### src/rtl/adc_spi_interface.sv
`default_nettype none
// ============================================================================
// Module      : adc_spi_interface
// Description : SPI master front end for a serial ADC. It sends a configuration
//               stream once, then runs continuous 128-bit read frames.
// Revision    : 1.0 - initial release
// ============================================================================
module adc_spi_interface #(
  parameter logic [79:0] CFG_BITS = 80'hA5A5_0000_0000_0000_5A5A
) (
  input  logic         SCLK,
  input  logic         RESET_N,
  input  logic         SDO1,
  output logic         SDI1,
  output logic         SYNC1,
  output logic [127:0] serial_read
);

  typedef enum logic [1:0] {
    S_IDLE   = 2'd0,
    S_CONFIG = 2'd1,
    S_GAP    = 2'd2,
    S_READ   = 2'd3
  } state_t;

  localparam logic [6:0] C_CFG_LAST  = 7'd80;
  localparam logic [6:0] C_READ_LAST = 7'd127;
  localparam logic [6:0] C_CFG_MSB   = 7'd79;

  state_t       r_state;
  logic [6:0]   r_cnt;
  logic [127:0] r_shift;
  logic [127:0] r_serial_read;
  logic         r_sdi;
  logic         r_sync;

  logic [6:0]   w_cfg_idx;
  logic [127:0] w_next_shift;
  logic         w_unused_shift_msb;

  // In CONFIG the counter equals the edge number, so it selects bit 79-e.
  assign w_cfg_idx          = C_CFG_MSB - r_cnt;
  assign w_next_shift       = {r_shift[126:0], SDO1};
  assign w_unused_shift_msb = r_shift[127];

  assign SDI1        = r_sdi;
  assign SYNC1       = r_sync;
  assign serial_read = r_serial_read;

  always_ff @(posedge SCLK or negedge RESET_N) begin
    if (!RESET_N) begin
      r_state       <= S_IDLE;
      r_cnt         <= 7'd0;
      r_shift       <= 128'd0;
      r_serial_read <= 128'd0;
      r_sdi         <= 1'b0;
      r_sync        <= 1'b1;
    end else begin
      case (r_state)
        S_IDLE: begin
          r_state <= S_CONFIG;
          r_sync  <= 1'b0;
          r_sdi   <= CFG_BITS[79];
          r_cnt   <= 7'd1;
        end
        S_CONFIG: begin
          if (r_cnt == C_CFG_LAST) begin
            r_state <= S_GAP;
            r_sync  <= 1'b1;
            r_sdi   <= 1'b0;
            r_cnt   <= 7'd0;
          end else begin
            r_sdi <= CFG_BITS[w_cfg_idx];
            r_cnt <= r_cnt + 7'd1;
          end
        end
        S_GAP: begin
          r_state <= S_READ;
          r_sync  <= 1'b0;
          r_sdi   <= 1'b0;
          r_cnt   <= 7'd0;
        end
        S_READ: begin
          r_shift <= w_next_shift;
          r_sdi   <= 1'b0;
          // Publish only on the final sample so no partial frame is visible.
          if (r_cnt == C_READ_LAST) begin
            r_serial_read <= w_next_shift;
            r_sync        <= 1'b1;
            r_state       <= S_GAP;
            r_cnt         <= 7'd0;
          end else begin
            r_cnt <= r_cnt + 7'd1;
          end
        end
        default: begin
          r_state <= S_IDLE;
          r_sync  <= 1'b1;
          r_sdi   <= 1'b0;
          r_cnt   <= 7'd0;
        end
      endcase
    end
  end

endmodule
`default_nettype wire

### config.mk
export PLATFORM = sky130hd
export DESIGN_NAME = adc_spi_interface
export DESIGN_NICKNAME = d
export VERILOG_FILES = /design/src/rtl/adc_spi_interface.sv
export SDC_FILE = /design/constraint.sdc
export NUM_CORES = 1
export LEC_CHECK = 0
export BUFFER_PORTS_ARGS = -buffer_cell sky130_fd_sc_hd__buf_4
export CORE_MARGIN = 3
export CORE_UTILIZATION = 35
export CTS_CLUSTER_DIAMETER = 200
export CTS_CLUSTER_SIZE = 30
export DETAILED_ROUTE_END_ITERATION = 10
export PLACE_DENSITY = 0.64
export SLEW_MARGIN = 30
export SYNTH_ARGS = -nofsm -noshare
export SYNTH_HDL_FRONTEND = slang
export SYNTH_SLANG_ARGS = --single-unit
export TNS_END_PERCENT = 5
### constraint.sdc
create_clock -name SCLK -period 4.55 [get_ports SCLK]
set_input_delay 0.6825 -clock SCLK [delete_from_list [all_inputs] [get_ports SCLK]]
set_output_delay 0.6825 -clock SCLK [all_outputs]
set_load 0.01 [all_outputs]
Yosys cells after proc, flatten, opt, wreduce, memory -nomap -nowiden:

Memory sizes are Yosys's and may differ from the RTL's.
Cells that the tools add are included.

* $add $sub $neg: 2
* $lt $le $gt $ge: 1
* eq/ne operators: 7
* mux-type cells: 12
* reductions and logical operators: 5

Operator list (number)
* $pmux W7 S4: 1
* $eq A7 B7 Y1 const B: 2
* $mux W7: 2
* $lt A7 B8 Y1 const B: 1
* $pmux W2 S4: 1
* $add A7 B1 Y7 const B: 1
* $sub A7 B7 Y7 const A: 1
* $pmux W1 S3: 2
* $eq A2 B2 Y1 const B: 2
* $mux W1: 4
* $mux W2: 2
* $ne A2 B2 Y1 const B: 2
* $reduce_and A2 Y1: 2
* $reduce_or A2 Y1: 2
* $eq A2 B1 Y1 const B: 1
* $logic_not A2 Y1: 1

* register bits after elaboration: 266
* memory bits (read-only): 128
* input port bits: 3
* output and inout port bits: 130
* word-level logic and storage cells: 34
* memories: 1

Memory list
* (name not given): words 128, width 1, read ports 1, clocked after memory_dff 0, wr ports 0, RTL line 73 `r_sdi <= CFG_BITS[w_cfg_idx];`

Logic depth before layout (Yosys ltp):

Gate-level depths: netlist (run 1).

* word-level depth: 5
* mapped depth: 7

Worst setup path after synthesis (run 1):

No wires, ideal clock.

* path type: reg-to-reg
* start: register r_cnt[0]
* end: register r_serial_read[100] (netlist: serial_read[100])
* data arrival time: 1684 ps
* required time: 4425 ps
* slack: 2741 ps
* stages on the path, launching flop included: 8
* buffers on the path: 2
* period minus slack after synthesis: 1809 ps
* cells stage by stage: dfrtp_1 > ha_1 > and4_4 > and2_4 > nand3_4 > buf_12 > buf_12 > mux2_4

* longest elaborated chain between the ends: 2

RTL lines
* from (decl): RTL line 31 `logic [6:0] r_cnt;`
* from (signal assigned): RTL line 74 `r_cnt <= r_cnt + 7'd1;`
* from (signal assigned): RTL line 93 `r_cnt <= r_cnt + 7'd1;`
* $eq A7 B7 Y1: RTL line 87 `if (r_cnt == C_READ_LAST) begin`
* $reduce_and A2 Y1 (no source line)
* to (signal assigned): RTL line 88 `r_serial_read <= w_next_shift;`
* to (decl): RTL line 33 `logic [127:0] r_serial_read;`

Every way passes these cells.
A chain may end at the register's enable or synchronous reset.

Worst setup path in the final report (run 1):

* start: register r_cnt[0]
* end: register r_serial_read[6] (netlist: serial_read[6])

Same word-level chain as after synthesis.

==> impl_summary.log, run 1 <==
INFO  metric num_io_pins = 133
INFO  metric post_drt_via_cell_ratio = 4.560
INFO  metric synth_seq_area_share = 62.53%
INFO  metric clock_tree.root_cell = sky130_fd_sc_hd__clkbuf_16
INFO  metric gr-total-overflow = 0
INFO  metric rsz_0062_raised_after_global_routing = false
INFO  metric drt-total-wl = 17510 um
INFO  metric synth.distinct_cells = 32
INFO  metric leakage = 6.744 nW
INFO  metric postSynthNetCount = 606
INFO  metric critical_path.reg2reg.endpoint = serial_read[6]
INFO  metric insertion_delay = 0.49 ns
INFO  metric criticalPathCategory = flip-flop to flip-flop
INFO  metric period_share = 53.14%
INFO  metric drt_first_iter_violations = 188
INFO  metric hold_path.class = primary input to asynchronous set/reset pin
INFO  metric synth_enable_flop_cells = 0
INFO  metric synthesis.yosys.warnings = 0
INFO  metric fp.dieW = 180.4 um
INFO  metric largest_stage_delay_on_the_critical_path = 0.70 ns
INFO  metric max-cap-violations = 0
INFO  metric detail_route.drc_violations = 0
INFO  metric synth_seq_cells = 266
INFO  metric timing_limited_maximum_frequency = 413.6 MHz
INFO  metric cts_sink_count = 266
INFO  metric layout-drive-gt1-share = 57.56%
INFO  metric grt_busiest_layer = met2
INFO  metric buffer_ports.inserted = 132
INFO  metric crit_path_max_fanout = 52
INFO  metric first_global_vias = 5352
INFO  metric design.die.area = 32550 sq um
INFO  metric grt_met1_usage = 15.29%
INFO  metric cpMaxStageDelayCell = sky130_fd_sc_hd__buf_4
INFO  metric gp_congestion = 0.7421
INFO  metric finalInstanceArea = 12270 sq um
INFO  metric max-vdd-ir-drop = 0.1756 mV
INFO  metric critPathRequiredTime = 4.93 ns
INFO  metric synth_top_area_cell = sky130_fd_sc_hd__dfrtp_1
INFO  metric antenna_violations_before_repair = 0
INFO  metric routed_wl_per_cell = 15.76 um
INFO  metric cp-start-kind = flip-flop
INFO  metric dieHeight = 180.4 um
INFO  metric layoutNonFillerInstCount = 1111
INFO  metric tritoncts_clock_tree = done
INFO  metric proportion_of_register_bits_with_asynchronous_set_or_reset_after_synthesis = 100.0%
INFO  metric cp.arrival = 2.80 ns
INFO  metric layout.nets = 729
INFO  metric first_pass_grt_wire_length = 29550 um
INFO  metric starting_density_of_the_core = 35.74%
INFO  metric vias = 5066
INFO  metric synth.top_cell.area_share = 62.28%
INFO  metric setup_viol = 0
INFO  metric power.density = 300.5 nW/um^2
INFO  metric ant_nets = 0
INFO  metric timing.max_slew.rel_slack = 37.60%
INFO  metric finalHoldViolations = 0
INFO  metric rr_startpoint = r_cnt[0]
INFO  metric worst-r2r-setup-slack = 2.13 ns
INFO  metric measured_slew_at_the_worst_slew_check_pin = 0.9360 ns
INFO  metric cts_hold_repair.buffers = 0
INFO  metric core_area = 29800 sq um
INFO  metric fin_crit = 2.418 ns
INFO  metric insertedDiodeCount = 0
INFO  metric final.setup.tns = 0 ns
INFO  metric place.detailed.hpwl = 11060 um
INFO  metric synth_area = 10650 sq um
INFO  metric areaGrowthSynthToFinish = 15.22%
INFO  metric dpl_cell_area = 11890 sq um
INFO  metric fin_worst_skew = 0.01649 ns
INFO  metric htree_num_levels = 1
INFO  metric use_met3 = 2.725%
INFO  metric synth.area.top_cells = sky130_fd_sc_hd__dfrtp_1 62%, sky130_fd_sc_hd__mux2_4 17%, sky130_fd_sc_hd__mux2_2 14%
INFO  metric grt.total_usage = 10.72%
INFO  metric synth-main-ff-cell = sky130_fd_sc_hd__dfrtp_1
INFO  metric tritoncts.num_buffers = 12
INFO  metric worst_r2r_path_depth = 6
INFO  metric cts_setup_buffers = 0
INFO  metric synthesis.area_per_instance = 17.81 sq um
INFO  metric detailedRoute.firstPassIterationCount = 4
INFO  metric globalRouteMet2Util = 16.80%
INFO  metric total_power = 3.687 mW
INFO  metric num_rows = 63
INFO  metric crit_chain = ha_1 -> and4_4 -> and2_4 -> nand3_4 -> buf_4 -> mux2_2
INFO  metric run_status = completed
INFO  metric clk_pin_slew_worst_paths = 0.11 ns
INFO  metric cp-end-kind = flip-flop
INFO  metric syn_inst = 598
INFO  metric report.final.slew_viol_count = 0
INFO  metric grt_max_degree = 119
INFO  metric place_inst = 1096
INFO  metric worst_case_clock_buffer_depth = 3
INFO  metric count_of_cells_resized_by_post_cts_repair = 0
state kept, by name, summed over array words and instances, names as in the netlist:
register / count
r_state: 2
r_cnt: 7
SYNC1: 1
serial_read: 128
r_shift: 127
SDI1: 1
layout make-up:
cell class | count | area, sq um
fillers | 2728 | 17530
flip-flops and latches | 266 | 6658
multi-input cells | 297 | 3640
repair buffers | 139 | 1109
well taps | 390 | 488.0
clock buffers | 13 | 325.3
clock inverters | 1 | 30.03
inverters | 5 | 18.77
cell usage after synthesis (2+ instances only):
| cell | number |
|---|---|
| sky130_fd_sc_hd__nor4_1 | 2 |
| sky130_fd_sc_hd__buf_2 | 13 |
| sky130_fd_sc_hd__nand2_1 | 3 |
| sky130_fd_sc_hd__buf_6 | 4 |
| sky130_fd_sc_hd__nor2_1 | 6 |
| sky130_fd_sc_hd__ha_1 | 5 |
| sky130_fd_sc_hd__buf_12 | 11 |
| sky130_fd_sc_hd__nand2b_1 | 2 |
| sky130_fd_sc_hd__dfrtp_1 | 265 |
| sky130_fd_sc_hd__mux2_2 | 135 |
| sky130_fd_sc_hd__mux2_4 | 120 |
| sky130_fd_sc_hd__xor2_1 | 2 |
| sky130_fd_sc_hd__nand3_1 | 3 |
| sky130_fd_sc_hd__xnor2_1 | 5 |
| sky130_fd_sc_hd__inv_1 | 5 |
metal layers:
metal	wire length, um	vias up
li1	-	2329
met1	8236	2634
met2	8007	86
met3	1025	17
met4	245	0
met5	0	-
power breakdown:
| group | total [mW] | internal [mW] | switching (mW) |
|---|---|---|---|
| combinational | 0.0544 | 0.00830 | 0.0461 |
| sequential | 2.36 | 2.36 | 0.000526 |
| clock | 1.27 | 0.574 | 0.694 |
through the flow:
step           setup WS, ns  utilization (%)  hold slack, ns
3_3_place_gp          2.159            39.89          0.4876
4_1_cts               2.130            41.08          0.2941
5_1_grt               2.039            41.17         0.02548
6_report              2.132            41.17         0.04544
2_1_floorplan         2.741                -          0.3869
3_5_place_dp          2.106            39.89          0.4919
worst max-delay path, delay by kind of cell (launching register included):
kind / cells / cell delay [ns]
muxes: 1 / 0.43
buffers and inverters: 1 / 0.70
and+or+nand+nor: 3 / 0.42
DFF: 1 / 0.45
adders and majority gates: 1 / 0.26
layout by cell type, fill, tap and decap left out, types with 2 or more instances in the layout:
master,n
sky130_fd_sc_hd__xnor2_1,5
sky130_fd_sc_hd__mux2_4,120
sky130_fd_sc_hd__nor4_1,2
sky130_fd_sc_hd__buf_12,3
sky130_fd_sc_hd__xor2_1,2
sky130_fd_sc_hd__clkbuf_16,13
sky130_fd_sc_hd__nand2_1,2
sky130_fd_sc_hd__ha_1,5
sky130_fd_sc_hd__nor2_1,6
sky130_fd_sc_hd__inv_1,5
sky130_fd_sc_hd__mux2_2,135
sky130_fd_sc_hd__buf_4,134
sky130_fd_sc_hd__nand3_1,3
sky130_fd_sc_hd__nand2b_1,2
sky130_fd_sc_hd__dfrtp_1,265
cell families after synthesis:
kind of cell / Yosys count / share of synthesized area [%]
AO/OA/AOI/OAI: 6 / 0.3995
flip-flops: 266 / 62.53
multiplexers: 255 / 31.20
adder cells (fa/ha/maj): 5 / 0.5875
XOR/XNOR: 7 / 0.5758
AND/OR/NAND/NOR: 24 / 1.351
buffers and inverters: 35 / 3.361
worst max path at each step:
stage                        start          endpoint  slack (ns)  depth (start not counted)
after detailed placement  r_cnt[0]    serial_read[6]        2.11                          6
after global placement    r_cnt[0]    serial_read[6]        2.16                          6
after CTS                 r_cnt[0]    serial_read[6]        2.13                          6
final                     r_cnt[0]    serial_read[6]        2.13                          6
after global routing      r_cnt[0]    serial_read[4]        2.04                          6
after floorplan           r_cnt[0]  serial_read[100]        2.74                          7
Power figures use the tool's default switching activity.
==> run 2: changes to the inputs <==
--- a/config.mk
+++ b/config.mk
@@ -11,7 +11,7 @@
 export CTS_CLUSTER_DIAMETER = 200
 export CTS_CLUSTER_SIZE = 30
 export DETAILED_ROUTE_END_ITERATION = 10
-export PLACE_DENSITY = 0.64
+export PLACE_DENSITY = 0.66
 export SLEW_MARGIN = 30
 export SYNTH_ARGS = -nofsm -noshare
 export SYNTH_HDL_FRONTEND = slang
==> constraint.sdc (replaced) <==
create_clock -name SCLK -period 2 [get_ports SCLK]
set_input_delay 0.3 -clock SCLK [delete_from_list [all_inputs] [get_ports SCLK]]
set_output_delay 0.3 -clock SCLK [all_outputs]
set_load 0.01 [all_outputs]
==> run 2 against run 1 <==
Final cell count grew 1.4%. Combinational power grew 140%. Via count increased by 0.41%. Clock-buffer cell count unchanged. Critical path depth stayed put.
==> impl_summary.log, run 2 (synthesized netlist as in run 1, its figures left out) <==
INFO  metric run_status = completed
INFO  metric core_area = 29800 sq um
INFO  metric grt_max_degree = 68
INFO  metric vias = 5087
INFO  metric measured_slew_at_the_worst_slew_check_pin = 0.4494 ns
INFO  metric routed_wl_per_cell = 15.77 um
INFO  metric grt.total_usage = 10.99%
INFO  metric post_drt_via_cell_ratio = 4.514
INFO  metric worst_case_clock_buffer_depth = 3
INFO  metric finalHoldViolations = 0
INFO  metric max-cap-violations = 0
INFO  metric period_share = 95.49%
INFO  metric timing_limited_maximum_frequency = 523.6 MHz
INFO  metric worst_r2r_path_depth = 6
INFO  metric insertion_delay = 0.48 ns
INFO  metric hold-path-cell-count = 2
INFO  metric worst-r2r-setup-slack = 0.09 ns
INFO  metric dieHeight = 180.4 um
INFO  metric fin_worst_skew = 0.01394 ns
INFO  metric tritoncts_clock_tree = done
INFO  metric buffer_ports.inserted = 132
INFO  metric worst_setup_path_startpoint = r_cnt[4]
INFO  metric layout-drive-gt1-share = 58.48%
INFO  metric critical_path.reg2reg.endpoint = serial_read[40]
INFO  metric fp.dieW = 180.4 um
INFO  metric cts_sink_count = 266
INFO  metric worst_setup_slack_final = 0.09022 ns
INFO  metric cp-start-kind = flip-flop
INFO  metric drt-total-wl = 17770 um
INFO  metric largest_register_ff_count = 128
INFO  metric final.setup.tns = 0 ns
INFO  metric ant_nets = 0
INFO  metric areaGrowthSynthToFinish = 17.45%
INFO  metric clk_pin_slew_worst_paths = 0.11 ns
INFO  metric mostFrequentLayoutCell = sky130_fd_sc_hd__dfrtp_1
INFO  metric first_pass_grt_wire_length = 30220 um
INFO  metric antenna_violations_before_repair = 0
INFO  metric num_io_pins = 133
INFO  metric rsz_0062_raised_after_global_routing = false
INFO  metric insertedDiodeCount = 0
INFO  metric clock_tree.root_cell = sky130_fd_sc_hd__clkbuf_16
INFO  metric fin_crit = 1.910 ns
INFO  metric detailedRoute.firstPassIterationCount = 4
INFO  metric htree_num_levels = 1
INFO  metric detail_route.drc_violations = 0
INFO  metric mostFrequentLayoutCells = 265 x sky130_fd_sc_hd__dfrtp_1, 140 x sky130_fd_sc_hd__buf_4, 135 x sky130_fd_sc_hd__mux2_2
INFO  metric first_global_vias = 5458
INFO  metric crit_path_max_fanout = 40
INFO  metric critical_path.endpoint = serial_read[40]
INFO  metric setup_viol = 0
INFO  metric gr-total-overflow = 0
INFO  metric criticalPathCategory = flip-flop to flip-flop
INFO  metric cp.arrival = 2.27 ns
INFO  metric place.detailed.hpwl = 11850 um
INFO  metric leakage = 6.868 nW
INFO  metric critPathRequiredTime = 2.36 ns
INFO  metric cp-end-kind = flip-flop
INFO  metric tritoncts.num_buffers = 12
INFO  metric hold_path.class = primary input to flip-flop
INFO  metric starting_density_of_the_core = 35.74%
INFO  metric num_rows = 63
INFO  metric timing.max_slew.rel_slack = 69.76%
INFO  metric report.final.slew_viol_count = 0
INFO  metric placement.setup.worst_slack = 0.08363 ns
INFO  metric drt_first_iter_violations = 270
INFO  metric layout.nets = 745
INFO  metric gp_congestion = 0.6922
INFO  metric max-vdd-ir-drop = 0.4707 mV
INFO  metric design.die.area = 32550 sq um
INFO  metric rr_startpoint = r_cnt[4]
INFO  metric power.density = 672.8 nW/um^2
-- run 2: final cells by class --
type | instances | area, sq um
Fill cell | 2685 | 17290
Timing Repair Buffer | 155 | 1344
Multi-Input combinational cell | 297 | 3642
Clock inverter | 1 | 30.03
Tap cell | 390 | 488.0
Clock buffer | 13 | 325.3
Sequential cell | 266 | 6658
Inverter | 5 | 18.77
-- run 2: stage by stage --
stage	power (mW)	util [%]	area (sq um)	cells	hold WS, ns
after floorplan	5.487	-	10650	598	0.004409
after global placement	5.623	40.61	12100	1108	0.1890
final	8.414	41.97	12510	1127	0.06322
after global routing	8.777	41.97	12510	1127	0.05422
after detailed placement	5.623	40.61	12100	1108	0.1861
after CTS	8.600	41.84	12470	1123	0.03537
-- run 2: report_power, final --
part           leakage [nW]  switching (mW)  internal (mW)
sequential             3.69         0.00129           5.38
combinational          3.00           0.106         0.0253
clock                 0.174            1.60           1.31
-- run 2: repair_timing --
action / 4_1_cts / 5_1_grt
hold buffers: 1 / 0
hold endpoints to repair: 99 / 0
endpoints found under the setup margin: 0 / 40
setup buffers: 0 / 4
resized for setup: 0 / 2
-- run 2: metal layers --
metal | part of all wire, % | vias up | track usage [%]
li1 | - | 2369 | -
met1 | 48 | 2619 | 16.18
met2 | 44 | 86 | 16.56
met3 | 6.0 | 13 | 3.048
met4 | 1.6 | 0 | 1.873
met5 | 0 | - | 0
-- run 2: how the worst min path moves through the flow --
stage,start,end
floorplan,RESET_N,SDI1
global placement,RESET_N,serial_read[70]
detailed placement,RESET_N,serial_read[70]
finish,SDO1,r_shift[0]
global route,SDO1,serial_read[0]
CTS,SDO1,r_shift[0]
-- run 2: worst max-delay path, stage by stage, from the launching register on --
cell                      delay [ns]
sky130_fd_sc_hd__dfrtp_1        0.43
sky130_fd_sc_hd__ha_1           0.21
sky130_fd_sc_hd__and4_4         0.20
sky130_fd_sc_hd__and2_4         0.16
sky130_fd_sc_hd__nand3_4        0.12
sky130_fd_sc_hd__buf_12         0.29
sky130_fd_sc_hd__mux2_4         0.33
==> run 3: changes to the inputs <==
--- a/config.mk
+++ b/config.mk
@@ -11,7 +11,7 @@
 export CTS_CLUSTER_DIAMETER = 200
 export CTS_CLUSTER_SIZE = 30
 export DETAILED_ROUTE_END_ITERATION = 10
-export PLACE_DENSITY = 0.66
+export PLACE_DENSITY = 0.64
 export SLEW_MARGIN = 30
 export SYNTH_ARGS = -nofsm -noshare
 export SYNTH_HDL_FRONTEND = slang
==> constraint.sdc (replaced) <==
create_clock -name SCLK -period 2.18 [get_ports SCLK]
set_input_delay 0.327 -clock SCLK [delete_from_list [all_inputs] [get_ports SCLK]]
set_output_delay 0.327 -clock SCLK [all_outputs]
set_load 0.01 [all_outputs]
==> run 3 against run 2 <==
Clock-buffer cell count did not move. Clock skew is 0.0022 ns lower. Final cell count about the same. Global-route usage rose by 0.18 points. Setup slack improved by 0.15 ns. Power decreased by 8.2%. Combinational power fell by 8%. Sequential share of layout area is 0.064 points higher. Cell area down 0.12%. Critical path depth up 1. Maximum frequency down 1.7%. Register-to-register slack better by 0.15 ns. Critical path type unchanged.
==> impl_summary.log, run 3 (synthesized netlist as in run 1, its figures left out) <==
INFO  metric run_status = completed
INFO  metric fin_worst_skew = 0.01178 ns
INFO  metric power.density = 618.7 nW/um^2
INFO  metric largest_stage_delay_on_the_critical_path = 0.40 ns
INFO  metric max-vdd-ir-drop = 0.5309 mV
INFO  metric worst-r2r-setup-slack = 0.24 ns
INFO  metric critical-path-top-delay-family = simple AND/OR/NAND/NOR gates
INFO  metric mostFrequentLayoutCell = sky130_fd_sc_hd__dfrtp_1
INFO  metric cp-start-kind = flip-flop
INFO  metric ant_nets = 0
INFO  metric cts_setup_buffers = 0
INFO  metric clk_pin_slew_worst_paths = 0.11 ns
INFO  metric cpMaxStageDelayCell = sky130_fd_sc_hd__dfrtp_1
INFO  metric cts_sink_count = 266
INFO  metric first_pass_grt_wire_length = 30600 um
INFO  metric detailedRoute.firstPassIterationCount = 4
INFO  metric setup_viol = 0
INFO  metric crit_chain = ha_1 -> and4_4 -> and2_4 -> nand3_4 -> buf_12 -> buf_12 -> mux2_4
INFO  metric leakage = 6.868 nW
INFO  metric layout.nets = 746
INFO  metric gr-total-overflow = 0
INFO  metric insertedDiodeCount = 0
INFO  metric cp.arrival = 2.32 ns
INFO  metric mostFrequentLayoutCells = 265 x sky130_fd_sc_hd__dfrtp_1, 142 x sky130_fd_sc_hd__buf_4, 135 x sky130_fd_sc_hd__mux2_2
INFO  metric timing.max_slew.rel_slack = 67.25%
INFO  metric grt.total_usage = 11.17%
INFO  metric fin_crit = 1.944 ns
INFO  metric count_of_cells_resized_by_post_cts_repair = 0
INFO  metric cp_num_cells = 7
INFO  metric htree_num_levels = 1
INFO  metric drt-total-wl = 18000 um
INFO  metric worst-path-buf-inv = 2
INFO  metric layoutNonFillerInstCount = 1128
INFO  metric num_io_pins = 133
INFO  metric place_inst = 1113
INFO  metric buffer_ports.inserted = 132
INFO  metric finalHoldViolations = 0
INFO  metric hold_path.class = primary input to flip-flop
INFO  metric hold-path-cell-count = 2
INFO  metric starting_density_of_the_core = 35.74%
INFO  metric grt_max_degree = 77
INFO  metric cp-end-kind = flip-flop
INFO  metric largest_register_ff_count = 128
INFO  metric routed_wl_per_cell = 15.96 um
INFO  metric num_rows = 63
INFO  metric place.detailed.hpwl = 11990 um
INFO  metric antenna_violations_before_repair = 0
INFO  metric max-cap-violations = 0
INFO  metric cpMostUsedCell = sky130_fd_sc_hd__buf_12
INFO  metric insertion_delay = 0.48 ns
INFO  metric design.die.area = 32550 sq um
INFO  metric drt_first_iter_violations = 188
INFO  metric criticalPathCategory = flip-flop to flip-flop
INFO  metric n_fill_cell = 2709
INFO  metric post_drt_via_cell_ratio = 4.501
INFO  metric period_share = 89.16%
INFO  metric tritoncts_clock_tree = done
INFO  metric detail_route.drc_violations = 0
INFO  metric first_global_vias = 5549
INFO  metric cts_hold_repair.buffers = 1
INFO  metric layout-drive-gt1-share = 58.40%
INFO  metric dieHeight = 180.4 um
INFO  metric vias = 5077
INFO  metric gp_congestion = 0.7336
INFO  metric timing_limited_maximum_frequency = 514.5 MHz
INFO  metric fp.dieW = 180.4 um
INFO  metric critPathRequiredTime = 2.55 ns
INFO  metric worst_case_clock_buffer_depth = 3
INFO  metric clock_tree.root_cell = sky130_fd_sc_hd__clkbuf_16
INFO  metric measured_slew_at_the_worst_slew_check_pin = 0.4913 ns
INFO  metric worst_r2r_path_depth = 7
INFO  metric crit_path_max_fanout = 24
INFO  metric tritoncts.num_buffers = 12
INFO  metric core_area = 29800 sq um
INFO  metric report.final.slew_viol_count = 0
INFO  metric areaGrowthSynthToFinish = 17.31%
INFO  metric rsz_0062_raised_after_global_routing = false
INFO  metric total_power = 7.727 mW
INFO  metric final.setup.tns = 0 ns
## run 3: cell types whose count changed in the layout (fill, tap and decap cells not counted), sizes merged
cell / previous run / this run
buf: 154 / 155
## run 3: per-layer routing
layer | share of wire (%) | vias up | global-route usage (%)
li1 | - | 2358 | -
met1 | 47 | 2621 | 15.71
met2 | 47 | 83 | 17.98
met3 | 4.4 | 15 | 2.503
met4 | 1.8 | 0 | 2.180
met5 | 0 | - | 0
## run 3: power by group
part           internal [mW]  total [mW]  switching (mW)
clock                   1.20        2.67            1.47
sequential              4.93        4.93         0.00128
combinational         0.0228       0.121          0.0985
## run 3: layout make-up
type	count	area (sq um)	area share (%)
clock inverter	1	30.03	0.2404
inverter	5	18.77	0.1503
clock buffer	13	325.3	2.604
tap	390	488.0	3.907
sequential	266	6658	53.30
timing repair buffer	156	1331	10.66
multi-input combinational	297	3640	29.14
## run 3: worst paths after layout
path,endpoint,start
max,serial_read[20],r_cnt[1]
min,serial_read[0],SDO1
max reg2reg,serial_read[20],r_cnt[1]
min reg2reg,serial_read[1],serial_read[1]
max in group asynchronous,serial_read[91],RESET_N
min in group asynchronous,serial_read[34],RESET_N
## run 3: through the flow
| stage | hold WS, ns | worst slack, ns | instance area [sq um] | util, % |
|---|---|---|---|---|
| finish | 0.1001 | 0.2363 | 12490 | 41.92 |
| global route | 0.07554 | 0.1277 | 12490 | 41.92 |
| CTS | 0.07360 | 0.2352 | 12490 | 41.92 |
| detailed placement | 0.3087 | 0.2505 | 12130 | 40.69 |
| global placement | 0.3000 | 0.2791 | 12130 | 40.69 |
| floorplan | 0.03141 | 0.3714 | 10650 | - |
## run 3: worst reg2reg max path, cell delays in order (launching register included)
cell                      delay [ns]
sky130_fd_sc_hd__dfrtp_1        0.40
sky130_fd_sc_hd__ha_1           0.23
sky130_fd_sc_hd__and4_4         0.25
sky130_fd_sc_hd__and2_4         0.16
sky130_fd_sc_hd__nand3_4        0.10
sky130_fd_sc_hd__buf_12         0.19
sky130_fd_sc_hd__buf_12         0.19
sky130_fd_sc_hd__mux2_4         0.31
